File: config.mk
export PLATFORM = sky130hd
export DESIGN_NAME = top_tdr_creation_tessent_data_mux_sched
export DESIGN_NICKNAME = d
export VERILOG_FILES = /design/src/rtl/top_tdr_creation_tessent_data_mux_sched_pkg.sv /design/src/rtl/top_tdr_creation_tessent_rr_arbiter.sv /design/src/rtl/top_tdr_creation_tessent_data_mux_sched.sv
export SDC_FILE = /design/constraint.sdc
export NUM_CORES = 1
export LEC_CHECK = 0
export BUFFER_PORTS_ARGS = -buffer_cell sky130_fd_sc_hd__clkbuf_2
export CORE_ASPECT_RATIO = 1.25
export CORE_MARGIN = 2
export CORE_UTILIZATION = 30
export DETAILED_ROUTE_END_ITERATION = 10
export PLACE_DENSITY_LB_ADDON = 0.3
export SYNTH_ARGS = -nofsm -noshare
export SYNTH_HDL_FRONTEND = slang
export SYNTH_SLANG_ARGS = --single-unit
File: constraint.sdc
create_clock -name ijtag_tck -period 1.8 [get_ports ijtag_tck]
set_input_delay 0.45 -clock ijtag_tck [delete_from_list [all_inputs] [get_ports ijtag_tck]]
set_output_delay 0.45 -clock ijtag_tck [all_outputs]
set_load 0.01 [all_outputs]
File: src/rtl/top_tdr_creation_tessent_data_mux_sched_pkg.sv
// Shared types and helpers for the IJTAG data-mux ownership scheduler.
// Holds the scheduler state encoding and the counter sizing rule.
package top_tdr_creation_tessent_data_mux_sched_pkg;

  typedef enum logic [1:0] {
    ST_IDLE     = 2'd0,
    ST_QUIESCE  = 2'd1,
    ST_OVERRIDE = 2'd2,
    ST_RELEASE  = 2'd3
  } sched_state_t;

  // Bits needed for a counter that must be able to hold max_val.
  function automatic int cnt_width(input int max_val);
    return (max_val < 1) ? 1 : $clog2(max_val + 1);
  endfunction

endpackage

File: src/rtl/top_tdr_creation_tessent_rr_arbiter.sv
// Combinational rotate-priority pick: the first asserted request at or
// after ptr, wrapping around, wins.
module top_tdr_creation_tessent_rr_arbiter #(
  parameter int NUM_REQ = 2,
  parameter int IW      = (NUM_REQ > 1) ? $clog2(NUM_REQ) : 1
) (
  input  logic [NUM_REQ-1:0] req,
  input  logic [IW-1:0]      ptr,
  output logic               valid,
  output logic [IW-1:0]      winner
);

  logic [IW-1:0]      cand_idx [NUM_REQ];
  logic [NUM_REQ-1:0] cand_hit;

  genvar gi;
  generate
    for (gi = 0; gi < NUM_REQ; gi++) begin : g_cand
      // Candidate at priority offset gi from the pointer.
      assign cand_idx[gi] = (int'(ptr) + gi >= NUM_REQ) ? IW'(int'(ptr) + gi - NUM_REQ)
                                                         : IW'(int'(ptr) + gi);
      assign cand_hit[gi] = req[cand_idx[gi]];
    end
  endgenerate

  always_comb begin
    valid  = 1'b0;
    winner = '0;
    // Scanning from the far end lets the smallest offset overwrite last.
    for (int i = NUM_REQ - 1; i >= 0; i--) begin
      if (cand_hit[i]) begin
        valid  = 1'b1;
        winner = cand_idx[i];
      end
    end
  end

endmodule

File: src/rtl/top_tdr_creation_tessent_data_mux_sched.sv
// Shares one functional/IJTAG data mux among NUM_REQ TDR requesters:
// round-robin grant, quiesce handshake, minimum hold, deselect gap, timeout.
module top_tdr_creation_tessent_data_mux_sched
  import top_tdr_creation_tessent_data_mux_sched_pkg::*;
#(
  parameter int W           = 2,
  parameter int NUM_REQ     = 2,
  parameter int HOLD_CYCLES = 4,
  parameter int GAP_CYCLES  = 2,
  parameter int TIMEOUT     = 16
) (
  input  logic                 ijtag_tck,
  input  logic                 ijtag_reset,
  input  logic [NUM_REQ-1:0]   req,
  input  logic [NUM_REQ*W-1:0] req_data,
  input  logic                 func_idle,
  input  logic                 err_clear,
  output logic [NUM_REQ-1:0]   grant,
  output logic                 func_quiesce_req,
  output logic                 ijtag_select,
  output logic [W-1:0]         ijtag_data_in,
  output logic                 busy,
  output logic                 timeout_err
);

  localparam int IW     = (NUM_REQ > 1) ? $clog2(NUM_REQ) : 1;
  localparam int WAIT_W = cnt_width(TIMEOUT);
  localparam int HOLD_W = cnt_width(HOLD_CYCLES);
  localparam int GAP_W  = cnt_width(GAP_CYCLES);

  sched_state_t       state_reg, state_next;
  logic [IW-1:0]      ptr_reg, ptr_next;
  logic [IW-1:0]      owner_reg, owner_next;
  logic [WAIT_W-1:0]  wait_cnt_reg, wait_cnt_next;
  logic [HOLD_W-1:0]  hold_cnt_reg, hold_cnt_next;
  logic [GAP_W-1:0]   gap_cnt_reg, gap_cnt_next;
  logic [NUM_REQ-1:0] grant_reg, grant_next;
  logic               quiesce_reg, quiesce_next;
  logic               select_reg, select_next;
  logic [W-1:0]       data_reg, data_next;
  logic               busy_reg, busy_next;
  logic               err_reg, err_next;
  logic               timeout_set;

  logic               arb_valid;
  logic [IW-1:0]      arb_winner;
  logic [W-1:0]       req_data_arr [NUM_REQ];
  logic [W-1:0]       owner_data;
  logic               owner_req;
  logic               hold_done;
  logic               gap_done;

  top_tdr_creation_tessent_rr_arbiter #(
    .NUM_REQ (NUM_REQ),
    .IW      (IW)
  ) u_arb (
    .req    (req),
    .ptr    (ptr_reg),
    .valid  (arb_valid),
    .winner (arb_winner)
  );

  genvar gi;
  generate
    for (gi = 0; gi < NUM_REQ; gi++) begin : g_data
      assign req_data_arr[gi] = req_data[gi*W +: W];
    end
  endgenerate

  assign owner_data = req_data_arr[owner_reg];
  assign owner_req  = req[owner_reg];
  // Both counts include the current cycle, hence the +1.
  assign hold_done  = (int'(hold_cnt_reg) + 1 >= HOLD_CYCLES);
  assign gap_done   = (int'(gap_cnt_reg) + 1 >= GAP_CYCLES);

  always_comb begin
    state_next    = state_reg;
    ptr_next      = ptr_reg;
    owner_next    = owner_reg;
    wait_cnt_next = '0;
    hold_cnt_next = '0;
    gap_cnt_next  = '0;
    grant_next    = grant_reg;
    quiesce_next  = quiesce_reg;
    select_next   = 1'b0;
    data_next     = '0;
    timeout_set   = 1'b0;

    case (state_reg)
      ST_IDLE: begin
        grant_next   = '0;
        quiesce_next = 1'b0;
        if (arb_valid) begin
          owner_next   = arb_winner;
          grant_next   = NUM_REQ'(1) << arb_winner;
          quiesce_next = 1'b1;
          ptr_next     = (int'(arb_winner) + 1 >= NUM_REQ) ? '0 : arb_winner + 1'b1;
          state_next   = ST_QUIESCE;
        end
      end
      ST_QUIESCE: begin
        wait_cnt_next = (wait_cnt_reg == '1) ? wait_cnt_reg : wait_cnt_reg + 1'b1;
        if (!owner_req) begin
          grant_next   = '0;
          quiesce_next = 1'b0;
          state_next   = ST_IDLE;
        end else if (func_idle) begin
          select_next = 1'b1;
          data_next   = owner_data;
          state_next  = ST_OVERRIDE;
        end else if (int'(wait_cnt_reg) >= TIMEOUT) begin
          timeout_set  = 1'b1;
          grant_next   = '0;
          quiesce_next = 1'b0;
          state_next   = ST_IDLE;
        end
      end
      ST_OVERRIDE: begin
        hold_cnt_next = (hold_cnt_reg == '1) ? hold_cnt_reg : hold_cnt_reg + 1'b1;
        if (!owner_req && hold_done) begin
          state_next = ST_RELEASE;
        end else begin
          select_next = 1'b1;
          data_next   = owner_data;
        end
      end
      ST_RELEASE: begin
        gap_cnt_next = (gap_cnt_reg == '1) ? gap_cnt_reg : gap_cnt_reg + 1'b1;
        if (gap_done) begin
          grant_next   = '0;
          quiesce_next = 1'b0;
          state_next   = ST_IDLE;
        end
      end
      default: begin
        grant_next   = '0;
        quiesce_next = 1'b0;
        state_next   = ST_IDLE;
      end
    endcase

    busy_next = (state_next != ST_IDLE);
    // A fresh timeout outranks a simultaneous clear.
    err_next  = timeout_set ? 1'b1 : (err_clear ? 1'b0 : err_reg);
  end

  always_ff @(posedge ijtag_tck) begin
    if (ijtag_reset) begin
      state_reg    <= ST_IDLE;
      ptr_reg      <= '0;
      owner_reg    <= '0;
      wait_cnt_reg <= '0;
      hold_cnt_reg <= '0;
      gap_cnt_reg  <= '0;
      grant_reg    <= '0;
      quiesce_reg  <= 1'b0;
      select_reg   <= 1'b0;
      data_reg     <= '0;
      busy_reg     <= 1'b0;
      err_reg      <= 1'b0;
    end else begin
      state_reg    <= state_next;
      ptr_reg      <= ptr_next;
      owner_reg    <= owner_next;
      wait_cnt_reg <= wait_cnt_next;
      hold_cnt_reg <= hold_cnt_next;
      gap_cnt_reg  <= gap_cnt_next;
      grant_reg    <= grant_next;
      quiesce_reg  <= quiesce_next;
      select_reg   <= select_next;
      data_reg     <= data_next;
      busy_reg     <= busy_next;
      err_reg      <= err_next;
    end
  end

  assign grant            = grant_reg;
  assign func_quiesce_req = quiesce_reg;
  assign ijtag_select     = select_reg;
  assign ijtag_data_in    = data_reg;
  assign busy             = busy_reg;
  assign timeout_err      = err_reg;

endmodule

== Yosys cells after proc, flatten, opt, wreduce, memory -nomap -nowiden ==
Cells that the tools add are included.
W data, S select, Z words.

* Bitwise gates (word level): 4
* Shift-type cells: 1
* Equality and inequality tests: 9
* $add $sub $neg: 10
* Muxes and demuxes: 49
* Reduce and logical (&&, ||, !) cells: 11
* Order comparisons: 10

{| class="wikitable"
|+ Operators with widths
! operator !! number
|-
| $mux W2 || 17
|-
| $mux W1 || 27
|-
| $pmux W2 S4 || 1
|-
| $eq A2 B2 Y1 const B || 3
|-
| $ge A2 B2 Y1 const B || 3
|-
| $lt A1 B2 Y1 const B || 3
|-
| $ne A3 B3 Y1 const B || 2
|-
| $pmux W2 S3 || 1
|-
| $reduce_or A2 Y1 || 3
|-
| $add A5 B1 Y5 const B || 1
|-
| $eq A5 B5 Y1 const B || 1
|-
| $ge A5 B5 Y1 const B || 1
|-
| $add A1 B1 Y2 const B || 2
|-
| $add A3 B1 Y4 const B || 1
|-
| $ge A4 B3 Y1 const B || 1
|-
| $pmux W2 S2 || 1
|-
| $reduce_and A4 Y1 || 1
|-
| $reduce_bool A2 Y1 || 2
|-
| $add A2 B1 Y3 const B || 1
|-
| $add A3 B1 Y3 const B || 1
|-
| $eq A3 B3 Y1 const B || 1
|-
| $ge A3 B2 Y1 const B || 1
|-
| $not A1 Y1 || 3
|-
| $pmux W1 S3 || 1
|-
| 14 further kinds || 15
|}

* Input bits: 10
* Register bits after elaboration: 22

== Depth between registers and ports, before layout ==
* Depth in word-level cells: 10
* Depth in mapped cells: 6

== Cells and area by module ==
Synthesis repeated with hierarchy kept, for this count alone.

* Cell total of the unflattened synthesis: 116
* Area, all modules: 1114.8 sq um

{| class="wikitable"
|+ Modules (own cells, without submodules)
! module !! seq. area each (sq um) !! instances !! cells an instance !! area each (sq um)
|-
| top_tdr_creation_tessent_data_mux_sched || 440.4 || 1 || 113 || 1097.3
|-
| top_tdr_creation_tessent_rr_arbiter || 0.0 || 1 || 3 || 17.5
|}

== Least setup slack after synthesis ==
OpenSTA, ideal clock, no wires.

* Path type: flip-flop to flip-flop
* Start point: reg state_reg[0]
* End point: reg busy_reg, in the netlist busy
* Cell stages (with the launch flop): 7
* Path slack: 0.189 ns
* Setup time: 0.120 ns
* Arrival time: 1.491 ns
* Clock period less this slack: 1.611 ns
* Cells stage by stage: dfxtp_1 > inv_1 > ha_1 > a21o_1 > a31o_1 > a221o_1 > or2_1

* Cells in the longest elaborated chain, start to end: 5
* Elaborated cells between the ends (all ways): 12
* Those cells by class: eq/ne: 3; mux: 7; reduce/logical: 2

{| class="wikitable"
|+ Ends and longest elaborated chain
! what !! RTL line !! source
|-
| start, declared || top_tdr_creation_tessent_data_mux_sched.sv:31 || <nowiki>sched_state_t state_reg, state_next;</nowiki>
|-
| start signal, assigned || top_tdr_creation_tessent_data_mux_sched.sv:162 || <nowiki>state_reg <= state_next;</nowiki>
|-
| $mux W2 || top_tdr_creation_tessent_data_mux_sched.sv:111 || <nowiki>end else if (int'(wait_cnt_reg) >= TIMEOUT) begin</nowiki>
|-
| $mux W2 || top_tdr_creation_tessent_data_mux_sched.sv:107 || <nowiki>end else if (func_idle) begin</nowiki>
|-
| $mux W2 || top_tdr_creation_tessent_data_mux_sched.sv:103 || <nowiki>if (!owner_req) begin</nowiki>
|-
| $pmux W2 S4 (*) || top_tdr_creation_tessent_data_mux_sched.sv:89 || <nowiki>case (state_reg)</nowiki>
|-
| $reduce_bool A2 Y1 (*) || top_tdr_creation_tessent_data_mux_sched.sv:142 || <nowiki>busy_next = (state_next != ST_IDLE);</nowiki>
|-
| end signal, assigned || top_tdr_creation_tessent_data_mux_sched.sv:172 || <nowiki>busy_reg <= busy_next;</nowiki>
|-
| end, declared || top_tdr_creation_tessent_data_mux_sched.sv:41 || <nowiki>logic busy_reg, busy_next;</nowiki>
|}

Every way passes the cells marked *; elsewhere a longest branch is shown, timed or not.
A chain may end at the register's enable or synchronous reset.

== Worst setup path in the final report ==
* Start point: reg hold_cnt_reg[0]
* End point: reg busy_reg, in the netlist busy

* Cells in the longest elaborated chain, start to end: 6

{| class="wikitable"
|+ Ends and longest elaborated chain
! what !! RTL line !! source
|-
| start, declared || top_tdr_creation_tessent_data_mux_sched.sv:35 || <nowiki>logic [HOLD_W-1:0] hold_cnt_reg, hold_cnt_next;</nowiki>
|-
| start signal, assigned || top_tdr_creation_tessent_data_mux_sched.sv:166 || <nowiki>hold_cnt_reg <= hold_cnt_next;</nowiki>
|-
| $add A3 B1 Y4 || top_tdr_creation_tessent_data_mux_sched.sv:73 || <nowiki>assign hold_done = (int'(hold_cnt_reg) + 1 >= HOLD_CYCLES);</nowiki>
|-
| $ge A4 B3 Y1 || top_tdr_creation_tessent_data_mux_sched.sv:73 ||
|-
| $logic_and A1 B1 Y1 || top_tdr_creation_tessent_data_mux_sched.sv:120 || <nowiki>if (!owner_req && hold_done) begin</nowiki>
|-
| $mux W2 || top_tdr_creation_tessent_data_mux_sched.sv:120 ||
|-
| $pmux W2 S4 || top_tdr_creation_tessent_data_mux_sched.sv:89 ||
|-
| $reduce_bool A2 Y1 || top_tdr_creation_tessent_data_mux_sched.sv:142 ||
|}

No other way between the ends.

==> summary.txt <==
Power and ir drop
  • Peak VDD IR: around 0.36 mV
  • Part of the power in combinational logic: 0.168
  • Sw Pwr: 255 µW
  • Sw frac: 0.255
  • Clock power frac: 0.301
  • Power Dens Cells: between 700 and 800 mW/mm²
  • Static Leak: around 0.59 nW
  • Sequential group share of total power: 0.530
  • Pint: ~740 µW

CTS
  • Clk slew on worst S/H paths: approximately 70 ps
  • Clock latency on the worst-skew pair: 260 ps
  • TritonCTS buffer count: 3
  • # clock sinks: 22
  • CTS tree: done
  • Resize count post-CTS: 0
  • Clock root cell: clkbuf_8
  • # hold bufs at CTS: 0
  • Clock Tree Buf Depth: 2
  • H-tree Lvls: 1
  • Setup Buffers After CTS: 0

Worst setup path
  • Crit-path max FO: 3
  • Setup crit end kind: register
  • FF-to-FF End: busy
  • Setup CP Type: reg -> reg
  • Reg2Reg Launch Point: hold_cnt_reg[0]
  • R2r setup slk: approximately 120 ps
  • Req. time, crit path: around 2000 ps
  • CP arrival: between 1500 and 2000 ps
  • Critical Path Start Type: register
  • Reg2reg path depth: 6

Drt
  • Via/cell ratio: between 4 and 5
  • WL per Instance: about 12 µm
  • Drt pass-1 iters: 4
  • DR DRC count: 0
  • Via count: approximately 860
  • 1st-iter DRT viols: 19
  • Total wire length: 2.05 mm
  • Routed Antenna Nets: 0

STA
  • Final slew viol count: 0
  • Final setup fails: 0
  • Worst Max-Slew Pin Slew: about 350 ps
  • Tcrit/Tclk final: 0.936
  • Hold Fails Final Rpt: 0
  • Fin worst setup slack: 115 ps
  • Worst hold slack: 423 ps
  • Rel. slew slack: 0.766
  • Sum Neg Setup Slack: 0 ps
  • Minimum clock period: roughly 1700 ps
  • Clk_skew: 2.02 ps
  • Fmax: 594 MHz
  • Setup repair after global routing missed its margin: false

Floorplanning
  • Starting density of the core: 0.317
  • Die area: 0.00422 mm²
  • CORE AREA: between 0.003 and 0.004 mm²
  • I/O pin count: 18
  • Row cnt: 24
  • Die X: roughly 60 µm
  • Die height: around 72 µm

GRT
  • Grt ovf: 0
  • GRT Overall Usage: 0.111
  • Initial antenna violation count: 0
  • Vias in the first global route: 871
  • First-pass GRT wire length: 3.63 mm
  • Largest net degree at the start of global routing: 15

Yosys
  • Syn Std Cell Area: roughly 0.0011 mm²
  • Synth cell types: 38
  • Synth Register Bits: 22
  • Largest family of logic cells by synthesized area: simple AND/OR/NAND/NOR gates
  • Post-Syn Nets: ~140
  • Area leader, netlist: dfxtp_1
  • Post-Synth XOR/XNOR Area: 0.0393
  • Post-synth EDFFs: 0
  • Simple-gate portion of the synthesized area: 0.175
  • Synth Warn #: 0
  • Synth Flop Type: dfxtp_1
  • Share of synthesized cell area in full adder, half adder and majority cells: 0.135
  • Synth top area share: 0.396
  • Cells after Synth: roughly 110
  • Register area share after synthesis: 0.396
  • Top cells by area, synth: dfxtp_1, ha_1, mux2i_1, nor2_1, nand2b_1
  • Synth Area in Compound Gates: 0.129
  • Average cell area after synthesis: 9.77 µm²
  • Mux contribution to synthesized area: 0.0854
  • Fraction of registers with async set/reset: 0

Finish
  • Area Growth Syn to Fin: 18.1%
  • Layout cells sized above 1: 0.226
  • Final net count: between 150 and 200
  • Multi-input logic area: 633 µm²
  • N_diodes: 0
  • Fill cells: 358
  • Reg area: approximately 440 µm²
  • Max FFs per register: 5

Placed design
  • GP Congestion: slightly above 0.7
  • Pre-CTS setup slack: around 70 ps
  • Detail Placement HPWL: 1.65 mm
  • PortBufs: 17

Hold path
  • Hold Path Depth: 3
  • Worst hold endpoint: ijtag_data_in[1]
  • Hold Crit Start: req_data[1]
  • HP Class: in -> reg

Run status
  • Status: complete, no violations

Flow run
  • Max Cap Viol: 0
[worst max-delay path, cell delays in order (launching register included)]
cell	delay, ps
dfxtp_1	340
ha_1	210
ha_1	290
a31oi_1	200
nor4_1	70
a221o_1	270
or2_1	200
[per-stage QoR]
stage	util	power [mW]	instances	area, µm²
2_1_floorplan	-	0.649	114	1110
3_3_place_gp	0.360	0.704	173	1270
3_5_place_dp	0.360	0.707	173	1270
4_1_cts	0.372	1.01	176	1310
5_1_grt	0.374	1.06	176	1320
6_report	0.374	0.999	176	1320
[area by class of cell]
cell class | instances | area share
well taps | 39 | 0.0371
clock buffers | 3 | 0.0314
flip-flops and latches | 22 | 0.337
repair buffers | 22 | 0.0932
inverters | 7 | 0.0200
multi-input cells | 83 | 0.481
[worst max-delay path by stage]
stage                               start   end  slack, ps  depth (start not counted)
after floorplan              state_reg[0]  busy        190                          6
after global placement       state_reg[0]  busy        120                          6
after detailed placement     state_reg[1]  busy         70                          6
after CTS                    state_reg[1]  busy         60                          6
after global routing      hold_cnt_reg[0]  busy         20                          6
final                     hold_cnt_reg[0]  busy        120                          6
[cells by family (layout without fill, tap and decap cells)]
logic type,after synthesis,after routing
muxes,9,9
DFF,22,22
AOI/OAI and AO/OA,21,21
adders and majority gates,12,12
xor gates and xnor gates,5,5
buffers and inverters,9,32
and+or+nand+nor,36,36
[cells in the mapped netlist, types with 2 or more instances]
cell type  number
nor2_1         14
ha_1           12
xor2_1          4
o21ai_0         3
a21oi_1         5
a21o_1          2
mux2i_1         8
dfxtp_1        22
inv_1           7
nor2b_1         2
a31oi_1         2
nor3b_1         2
nand2b_1        6
[per-layer routing]
metal	share of wire	track usage	up-vias	wire length [µm]
met5	0	0	-	0
met4	0.019	0.0543	0	38
met3	0.033	0.0267	4	67
met2	0.50	0.187	10	1020
met1	0.45	0.128	402	919
li1	-	-	442	-
[cells in the final DEF (no fill, tap or decap), types with 2 or more instances in the layout]
master    Yosys  routed
dfxtp_1      22      20
clkbuf_2      0      17
nor2_1       14      14
ha_1         12      12
mux2i_1       8       8
inv_1         7       7
nand2b_1      6       6
a21oi_1       5       5
buf_4         1       5
xor2_1        4       4
o21ai_0       3       3
clkbuf_8      0       3
a21o_1        2       2
a31oi_1       2       2
nor2b_1       2       2
nor3b_1       2       2
dfxtp_2       0       2
[power groups by stage]
stage	clock, mW	combinational, mW	sequential [mW]
after floorplan	0	0.107	0.543
after global placement	0	0.166	0.539
after detailed placement	0	0.167	0.540
after CTS	0.312	0.168	0.528
after global routing	0.335	0.190	0.532
final	0.301	0.168	0.530
Note: power is estimated with default switching activity, not from simulation.
